<file path="src/rtl/exu_div_iter_pkg.sv">
// Shared types and widths for the EXU iterative divider.
package exu_div_iter_pkg;

    localparam int unsigned XLEN  = 32;
    localparam int unsigned TAG_W = 8;
    localparam int unsigned RD_W  = 5;
    localparam int unsigned CNT_W = $clog2(XLEN);

    typedef enum logic [1:0] {
        DIV_IDLE,
        DIV_PREP,
        DIV_CALC,
        DIV_FIX
    } div_state_t;

    typedef struct packed {
        logic             rem;
        logic             unsign;
        logic [XLEN-1:0]  rs1_data;
        logic [XLEN-1:0]  rs2_data;
        logic [RD_W-1:0]  rd_addr;
        logic [TAG_W-1:0] instr_tag;
    } div_req_t;

    // Two's-complement negate when neg is set.
    function automatic logic [XLEN-1:0] neg_if(input logic [XLEN-1:0] v, input logic neg);
        return neg ? XLEN'(~v + XLEN'(1)) : v;
    endfunction

endpackage

</file>
<file path="src/rtl/exu_div_iter.sv">
// Iterative radix-2 restoring divider for DIV/DIVU/REM/REMU.
// Optional DIV_EARLY_OUT_EN: trivial cases skip CALC and complete from PREP.
module exu_div_iter
    import exu_div_iter_pkg::*;
(
    input  logic             clk,
    input  logic             rst_n,
    input  logic             div_start,
    input  logic             div_rem,
    input  logic             div_unsign,
    input  logic [XLEN-1:0]  div_rs1_data,
    input  logic [XLEN-1:0]  div_rs2_data,
    input  logic [RD_W-1:0]  div_rd_addr,
    input  logic [TAG_W-1:0] div_instr_tag,
    input  logic             pipe_flush,
    output logic             exu_div_busy,
    output logic             div_wb_valid,
    output logic [XLEN-1:0]  div_wb_data,
    output logic [RD_W-1:0]  div_wb_rd_addr,
    output logic [TAG_W-1:0] div_wb_tag
);

    localparam logic [XLEN-1:0] INT_MIN = {1'b1, {(XLEN-1){1'b0}}};

    div_state_t       state, state_nxt;
    div_req_t         req;
    logic [XLEN-1:0]  abs_b, quo, rem;
    logic [CNT_W-1:0] cnt;
    logic             wb_valid_q;

    logic             accept, a_neg_c, b_neg_c, div0_c, ovf_c, early_c, ge_c;
    logic [XLEN-1:0]  abs_a_c, abs_b_c, quo_nxt_c, rem_nxt_c, fix_quo_c, fix_rem_c;
    logic [XLEN:0]    shifted_c;

    // Final result selection with RISC-V special cases forced.
    function automatic logic [XLEN-1:0] fix_result(
        input logic            sel_rem,
        input logic [XLEN-1:0] dividend,
        input logic [XLEN-1:0] q,
        input logic [XLEN-1:0] r,
        input logic            q_neg,
        input logic            r_neg,
        input logic            div0,
        input logic            ovf
    );
        if (div0)
            return sel_rem ? dividend : '1;
        if (ovf)
            return sel_rem ? '0 : INT_MIN;
        return sel_rem ? neg_if(r, r_neg) : neg_if(q, q_neg);
    endfunction

    assign accept  = (state == DIV_IDLE) & div_start & ~pipe_flush;
    // Signs and special cases derive from the request, which is stable for the whole op.
    assign a_neg_c = ~req.unsign & req.rs1_data[XLEN-1];
    assign b_neg_c = ~req.unsign & req.rs2_data[XLEN-1];
    assign abs_a_c = neg_if(req.rs1_data, a_neg_c);
    assign abs_b_c = neg_if(req.rs2_data, b_neg_c);
    assign div0_c  = (req.rs2_data == '0);
    assign ovf_c   = ~req.unsign & (req.rs1_data == INT_MIN) & (req.rs2_data == '1);

`ifdef DIV_EARLY_OUT_EN
    assign early_c = div0_c | ovf_c | (abs_a_c < abs_b_c);
`else
    assign early_c = 1'b0;
`endif

    // One restoring step.
    assign shifted_c = {rem, quo[XLEN-1]};
    assign ge_c      = (shifted_c >= {1'b0, abs_b});
    assign rem_nxt_c = ge_c ? XLEN'(shifted_c - {1'b0, abs_b}) : shifted_c[XLEN-1:0];
    assign quo_nxt_c = {quo[XLEN-2:0], ge_c};

    // Early-out from PREP means |a| < |b| (or a forced case): quotient 0, remainder |a|.
    assign fix_quo_c = (state == DIV_CALC) ? quo_nxt_c : '0;
    assign fix_rem_c = (state == DIV_CALC) ? rem_nxt_c : abs_a_c;

    always_ff @(posedge clk or negedge rst_n) begin
        if (!rst_n)
            state <= DIV_IDLE;
        else
            state <= state_nxt;
    end

    always_comb begin
        state_nxt = state;
        if (pipe_flush) begin
            state_nxt = DIV_IDLE;
        end else begin
            case (state)
                DIV_IDLE: if (div_start) state_nxt = DIV_PREP;
                DIV_PREP: state_nxt = early_c ? DIV_FIX : DIV_CALC;
                DIV_CALC: if (cnt == CNT_W'(XLEN-1)) state_nxt = DIV_FIX;
                DIV_FIX:  state_nxt = DIV_IDLE;
                default:  state_nxt = DIV_IDLE;
            endcase
        end
    end

    always_ff @(posedge clk or negedge rst_n) begin
        if (!rst_n) begin
            req            <= '0;
            abs_b          <= '0;
            quo            <= '0;
            rem            <= '0;
            cnt            <= '0;
            wb_valid_q     <= 1'b0;
            div_wb_data    <= '0;
            div_wb_rd_addr <= '0;
            div_wb_tag     <= '0;
        end else begin
            wb_valid_q <= (state_nxt == DIV_FIX);
            if (accept)
                req <= {div_rem, div_unsign, div_rs1_data, div_rs2_data, div_rd_addr, div_instr_tag};
            case (state)
                DIV_PREP: begin
                    quo   <= abs_a_c;
                    rem   <= '0;
                    abs_b <= abs_b_c;
                    cnt   <= '0;
                end
                DIV_CALC: begin
                    quo <= quo_nxt_c;
                    rem <= rem_nxt_c;
                    cnt <= cnt + CNT_W'(1);
                end
                default: ;
            endcase
            if (state_nxt == DIV_FIX) begin
                div_wb_data    <= fix_result(req.rem, req.rs1_data, fix_quo_c, fix_rem_c,
                                             a_neg_c ^ b_neg_c, a_neg_c, div0_c, ovf_c);
                div_wb_rd_addr <= req.rd_addr;
                div_wb_tag     <= req.instr_tag;
            end
        end
    end

    assign exu_div_busy = (state != DIV_IDLE);
    // A flush in the FIX cycle must kill the strobe in that same cycle.
    assign div_wb_valid = wb_valid_q & ~pipe_flush;

endmodule

</file>
<file path="config.mk">
export PLATFORM = sky130hd
export DESIGN_NAME = exu_div_iter
export DESIGN_NICKNAME = d
export VERILOG_FILES = /design/src/rtl/exu_div_iter_pkg.sv /design/src/rtl/exu_div_iter.sv
export SDC_FILE = /design/constraint.sdc
export NUM_CORES = 1
export LEC_CHECK = 0
export BUFFER_PORTS_ARGS = -buffer_cell sky130_fd_sc_hd__buf_4
export CAP_MARGIN = 20
export CORE_UTILIZATION = 25
export CTS_CLUSTER_DIAMETER = 30
export DETAILED_ROUTE_END_ITERATION = 10
export PLACE_DENSITY = 0.52
export SLEW_MARGIN = 20
export SYNTH_ARGS = -nofsm -noshare
export SYNTH_HDL_FRONTEND = slang
export SYNTH_SLANG_ARGS = --single-unit
</file>
<file path="constraint.sdc">
create_clock -name clk -period 5.27 [get_ports clk]
set_clock_uncertainty 0.2 [all_clocks]
set_input_delay 1.3175 -clock clk [delete_from_list [all_inputs] [get_ports clk]]
set_output_delay 1.3175 -clock clk [all_outputs]
set_load 0.05 [all_outputs]
</file>
== Yosys cells after proc, flatten, opt, wreduce, memory -nomap -nowiden ==
Index checks and enable logic that the tools add are counted.
Cells by class
  add/sub/neg operators: 6
  $lt $le $gt $ge: 1
  multiplexer cells: 26
  equality and inequality tests: 7
  reduce and logical (&&, ||, !) cells: 4
  bitwise logic cells: 14
Operators with widths (number)
  32-bit two-way mux: 14
  32-bit by 1-bit adder with 32-bit output (second input constant): 4
  32-bit inverter: 4
  32-bit one-hot mux with 2 select lines: 2
  32-bit == test (second input constant): 2
  33-bit by 32-bit >= comparator with 1-bit output: 1
  32-bit zero test: 1
  32-bit subtractor: 1
  5-bit one-hot mux with 2 select lines: 1
  2-bit one-hot mux with 4 select lines: 1
  1-bit AND: 7
  2-bit == test (second input constant): 3
  2-bit two-way mux: 3
  5-bit by 1-bit adder with 5-bit output (second input constant): 1
  5-bit == test (second input constant): 1
  1-bit two-way mux: 5
  2-bit nonzero test: 2
  2-bit by 1-bit == test with 1-bit output (second input constant): 1
  2-bit zero test: 1
  1-bit inverter: 2
  1-bit bitwise XOR: 1
Word-level totals
  input bits: 83
  logic and storage cells: 73
  output and inout port bits: 47
  bits in registers: 228

== Longest topological paths before layout ==
  depth in word-level cells: 10
  mapped depth: 20
  mapped depth without buffers: 19

== Least setup slack after synthesis ==
No wires, ideal clock.
  kind: reg-to-reg
  start point: register state[0]
  end point: register div_wb_data[24]
  clock period less this slack: 4.465 ns
  path buffers: 6
  library setup time: 0.148 ns
  required time: 4.922 ns
  setup slack: 0.805 ns
  arrival time: 4.117 ns
  cell stages (with the launch flop): 21
  path through: dfrtp_1 -> inv_1 -> ha_1 -> clkbuf_1 -> clkbuf_1 -> clkbuf_1 -> clkbuf_1 -> buf_1 -> clkbuf_1 -> nand2_1 -> ha_1 -> nand3_1 -> nand2b_1 -> nand2b_1 -> a21o_1 -> nor3_1 -> o21ai_0 -> o21ai_0 -> a221o_1 -> a31oi_1 -> a221oi_1
Between the ends
  cells in the longest elaborated chain, start to end: 8
  elaborated cells between the ends (all ways): 20
  classes of those cells: 2 x add/sub; 4 x eq/ne; 11 x mux; 2 x bitwise; 1 x reduce/logical
RTL lines
  from (decl): line exu_div_iter.sv:25  | div_state_t state, state_nxt;
  from (signal assigned): line exu_div_iter.sv:82  | state <= state_nxt;
  2-bit == test: line exu_div_iter.sv:75, exu_div_iter.sv:76, exu_div_iter.sv:90
  32-bit two-way mux, on equally long branches: line exu_div_iter.sv:75, exu_div_iter.sv:76
  32-bit inverter: line exu_div_iter_pkg.sv:27  | return neg ? XLEN'(~v + XLEN'(1)) : v;
  32-bit by 1-bit adder with 32-bit output: line exu_div_iter_pkg.sv:27
  32-bit two-way mux: line exu_div_iter_pkg.sv:27
  32-bit two-way mux (2 in series): line exu_div_iter.sv:50  | return sel_rem ? neg_if(r, r_neg) : neg_if(q, q_neg);
  32-bit two-way mux: line exu_div_iter.sv:48  | if (ovf)
  to (signal assigned): line exu_div_iter.sv:130  | div_wb_data <= fix_result(req.rem, req.rs1_data, fix_quo_c, fix_rem_c,
  to (decl): line exu_div_iter.sv:18  | output logic [XLEN-1:0] div_wb_data,
Several ways; a longest one is shown, not always the timed one.
A chain may end at the register's enable or synchronous reset.

== Final worst setup path ==
  start point: register abs_b[1]
  end point: register div_wb_data[25]
Between the ends
  cells in the longest elaborated chain, start to end: 9
  elaborated cells between the ends (all ways): 14
  classes of those cells: 3 x add/sub; 1 x order compare; 8 x mux; 2 x bitwise
RTL lines
  from (decl): line exu_div_iter.sv:27  | logic [XLEN-1:0] abs_b, quo, rem;
  from (signal assigned): line exu_div_iter.sv:119  | abs_b <= abs_b_c;
  32-bit subtractor or 33-bit by 32-bit >= comparator with 1-bit output (tied branches): line exu_div_iter.sv:71, exu_div_iter.sv:70
  32-bit two-way mux: line exu_div_iter.sv:71  | assign rem_nxt_c = ge_c ? XLEN'(shifted_c - {1'b0, abs_b}) : shifted_c[XLEN-1:0];
  32-bit two-way mux: line exu_div_iter.sv:76  | assign fix_rem_c = (state == DIV_CALC) ? rem_nxt_c : abs_a_c;
  32-bit inverter: line exu_div_iter_pkg.sv:27
  32-bit by 1-bit adder with 32-bit output: line exu_div_iter_pkg.sv:27
  32-bit two-way mux: line exu_div_iter_pkg.sv:27
  32-bit two-way mux (*) (2 in series): line exu_div_iter.sv:50
  32-bit two-way mux (*): line exu_div_iter.sv:48
Mark *: on every way between the ends. The rest lies on a longest branch, timed or not.

==> impl_metrics.csv <==
group,metric,value,unit
route,drt_pass1_iterations,6,
worst_hold_path,hold_depth,2,
clock_tree,ctsHoldBuffers,0,
worst_setup_path,crit_required,5.54,ns
clock_tree,root_buffer,"clkbuf_16",
synthesis,synth-seq-cells,228,
floorplan,die_y,254.3,um
global_route,grt_antenna_before_repair,2,
worst_setup_path,crit_slowest_cell,"o311ai_4",
clock_tree,cts_setup_buffers,0,
route,wl_met2,28200,um
global_route,grt_usage,18.90,%
route,drtIter0Drc,1332,
route,vias_per_cell,5.312,
pwr,p_leak,0.008352,uW
route,drt-met1-wl,26520,um
route,routed_wl,61210,um
timing,setup_violations,0,
route,num_vias,15360,
route,wl_per_cell,21.17,um
place,port_buffers,129,
pwr,report.power.total,15890,uW
global_route,overflow,0,
place,post-dp-hpwl,46250,um
synthesis,synth_top_cells_by_area,"dfrtp_1 36%, mux2_2 6.8%, a21oi_1 5.4%, nand2_1 4.7%, o21ai_0 4.0%",
floorplan,core,62970,um^2
worst_setup_path,critPathMostFrequentCell,"a21oi_1",
synthesis,syn_inst,1870,
synthesis,yosysWarnings,0,
worst_setup_path,end_kind,"register",
timing,finalCritPeriodShare,93.46,%
final_layout,final_area,20110,um^2
worst_setup_path,max_stage_delay,0.58,ns
final_layout,drive_gt1_share,21.21,%
final_layout,synthToLayoutAreaGrowth,26.41,%
pwr,ir_drop,0.0007247,V
clock_tree,cts_resized,0,
final_layout,multi_input_area,9439,um^2
worst_setup_path,reg2reg_depth,14,
timing,max_slew_margin,23.41,%
timing,worst_pin_slew,1.138,ns
clock_tree,cts-buffers-inserted,59,
clock_tree,clk_pin_slew,0.04,ns
route,drc,0,
final_layout,antennaDiodeCount,0,
pwr,powerDensity,790.0,nW/um^2
synthesis,synth_cell_types,93,
route,top_layer,"met5",
synthesis,synthArstFlopShare,100.0,%
floorplan,io_pins,130,
timing,maxSlewViolCount,0,
status,status,"finished clean",
floorplan,dieArea,64660,um^2
synthesis,syn_avg_cell_area,8.509,um^2
clock_tree,clockBufferDepth,3,
synthesis,yosys-top-cells-count,"228 x dfrtp_1, 199 x nand2_1, 173 x a21oi_1",
worst_setup_path,cp_cell_sequence,"inv_1, ha_1, nand2b_1, a21oi_1, o211a_1, o311ai_4, nand2_4, a311oi_1, nand4_1, nor3_4, nand2_2, o21ai_1, xor2_1, a21oi_1",
floorplan,initial_core_util,25.27,%
clock_tree,cts.sinks,228,
timing,fin_crit,4.925,ns
worst_setup_path,path_class,"register to register",
synthesis,synth_edf_count,0,
route,met3_length,3658,um
synthesis,synth_top_cell_by_area,"dfrtp_1",
floorplan,num_rows,92,
synthesis,synth_top_area_share,35.86,%
route,ant_nets,0,
synthesis,synth.most_common_cell,"dfrtp_1",
global_route,grt_pass1_vias,15130,
clock_tree,cts_tree,"yes",
synthesis,synth_ff_type,"dfrtp_1",
global_route,grt_pass1_wl,93130,um
place,pre_cts_slack,0.1804,ns
timing,worst_slack,0.3449,ns
synthesis,synth_area,15910,um^2
timing,hold_viol,0,
worst_setup_path,start_kind,"register",
global_route,grt_max_degree,80,
final_layout,n_fill_cell,6599,
place,dpl_cell_area,17990,um^2
run,maxCapViolCount,0,
clock_tree,htree_num_levels,2,
worst_hold_path,min_path_type,"register to register",
timing,grt_setup_unrepaired,"no",
timing,setup_tns,0,ns
timing,max_freq,203.0,MHz
worst_setup_path,crit_arrival,5.20,ns
final_layout,nets,2126,
floorplan,die_x,254.3,um
final_layout,regArea,5705,um^2
worst_setup_path,path_max_fanout,23,
synthesis,synth_seq_area_share,35.86,%
clock_tree,clk_latency,0.61,ns
synthesis,syn-num-nets,1997,
place,place.gp.congestion,1.005,
[path summary, 6_finish.rpt]
path                           from               to  slack (ns)
max reg2reg                abs_b[1]  div_wb_data[25]        0.34
min in group asynchronous     rst_n   div_wb_data[4]        0.45
max in group asynchronous     rst_n          rem[12]        3.20
max                        abs_b[1]  div_wb_data[25]        0.34
min reg2reg                  req[2]    div_wb_tag[2]        0.25
min                          req[2]    div_wb_tag[2]        0.25
[through the flow]
stage                     utilization (%)  hold WS (ns)  cells
after CTS                           31.90        0.2578   2892
final                               31.95        0.2524   2892
after floorplan                         -        0.2331   1870
after global placement              28.58        0.2406   2784
after detailed placement            28.58        0.2488   2784
after global routing                31.95        0.2704   2892
[routing by layer]
layer | global-route usage [%] | vias to the layer above
li1 | - | 7066
met1 | 24.67 | 7531
met2 | 30.14 | 606
met3 | 3.470 | 156
met4 | 8.761 | 4
met5 | 0 | -
[flip-flops by register name, summed over array words and instances (netlist names)]
signal,count
rem,32
req,79
wb_valid_q,1
cnt,5
abs_b,32
state,2
div_wb_rd_addr,5
quo,32
div_wb_data,32
div_wb_tag,8
[power by group]
part / switching, uW / internal, uW
Clock: 1150 / 2600
Combinational: 5470 / 3080
Sequential: 1060 / 2530
Total: 7680 / 8220
[final cells by class]
| class | instances | share of cell area [%] |
|---|---|---|
| multi-input combinational | 1430 | 46.93 |
| sequential | 228 | 28.37 |
| clock buffer | 81 | 8.348 |
| timing repair buffer | 192 | 7.390 |
| tap | 846 | 5.263 |
| clock inverter | 27 | 2.065 |
| inverter | 88 | 1.642 |
[critical path, delay by kind of cell, from the launching register on]
kind            cells  cell delay (ns)
compound gates      6             1.94
flops               1             0.41
fa+ha+maj           1             0.28
xor+xnor            1             0.30
simple gates        5             1.49
buf+inv             1             0.16
[placed cells by master, fill, tap and decap left out, types with 21 or more instances in the layout]
cell / Yosys / final
a21oi_1: 173 / 173
a31oi_1: 44 / 43
buf_4: 1 / 188
clkbuf_16: 0 / 59
dfrtp_1: 228 / 228
ha_1: 43 / 40
inv_1: 86 / 86
mux2_2: 96 / 96
nand2_1: 199 / 198
nand3_1: 29 / 29
nand4_1: 27 / 27
nor2_1: 153 / 152
nor3_1: 41 / 41
nor4_1: 21 / 21
o21ai_0: 128 / 128
o31ai_1: 22 / 22
xnor2_1: 68 / 68
xor2_1: 46 / 46
[kinds of logic after synthesis]
kind of cell / synth area share (%)
compound gates: 23.98
xor+xnor: 6.275
fa+ha+maj: 3.507
buf+inv: 5.245
flops: 35.86
mux: 7.675
simple gates: 17.46
No activity file was read; power rests on OpenSTA's default activity.
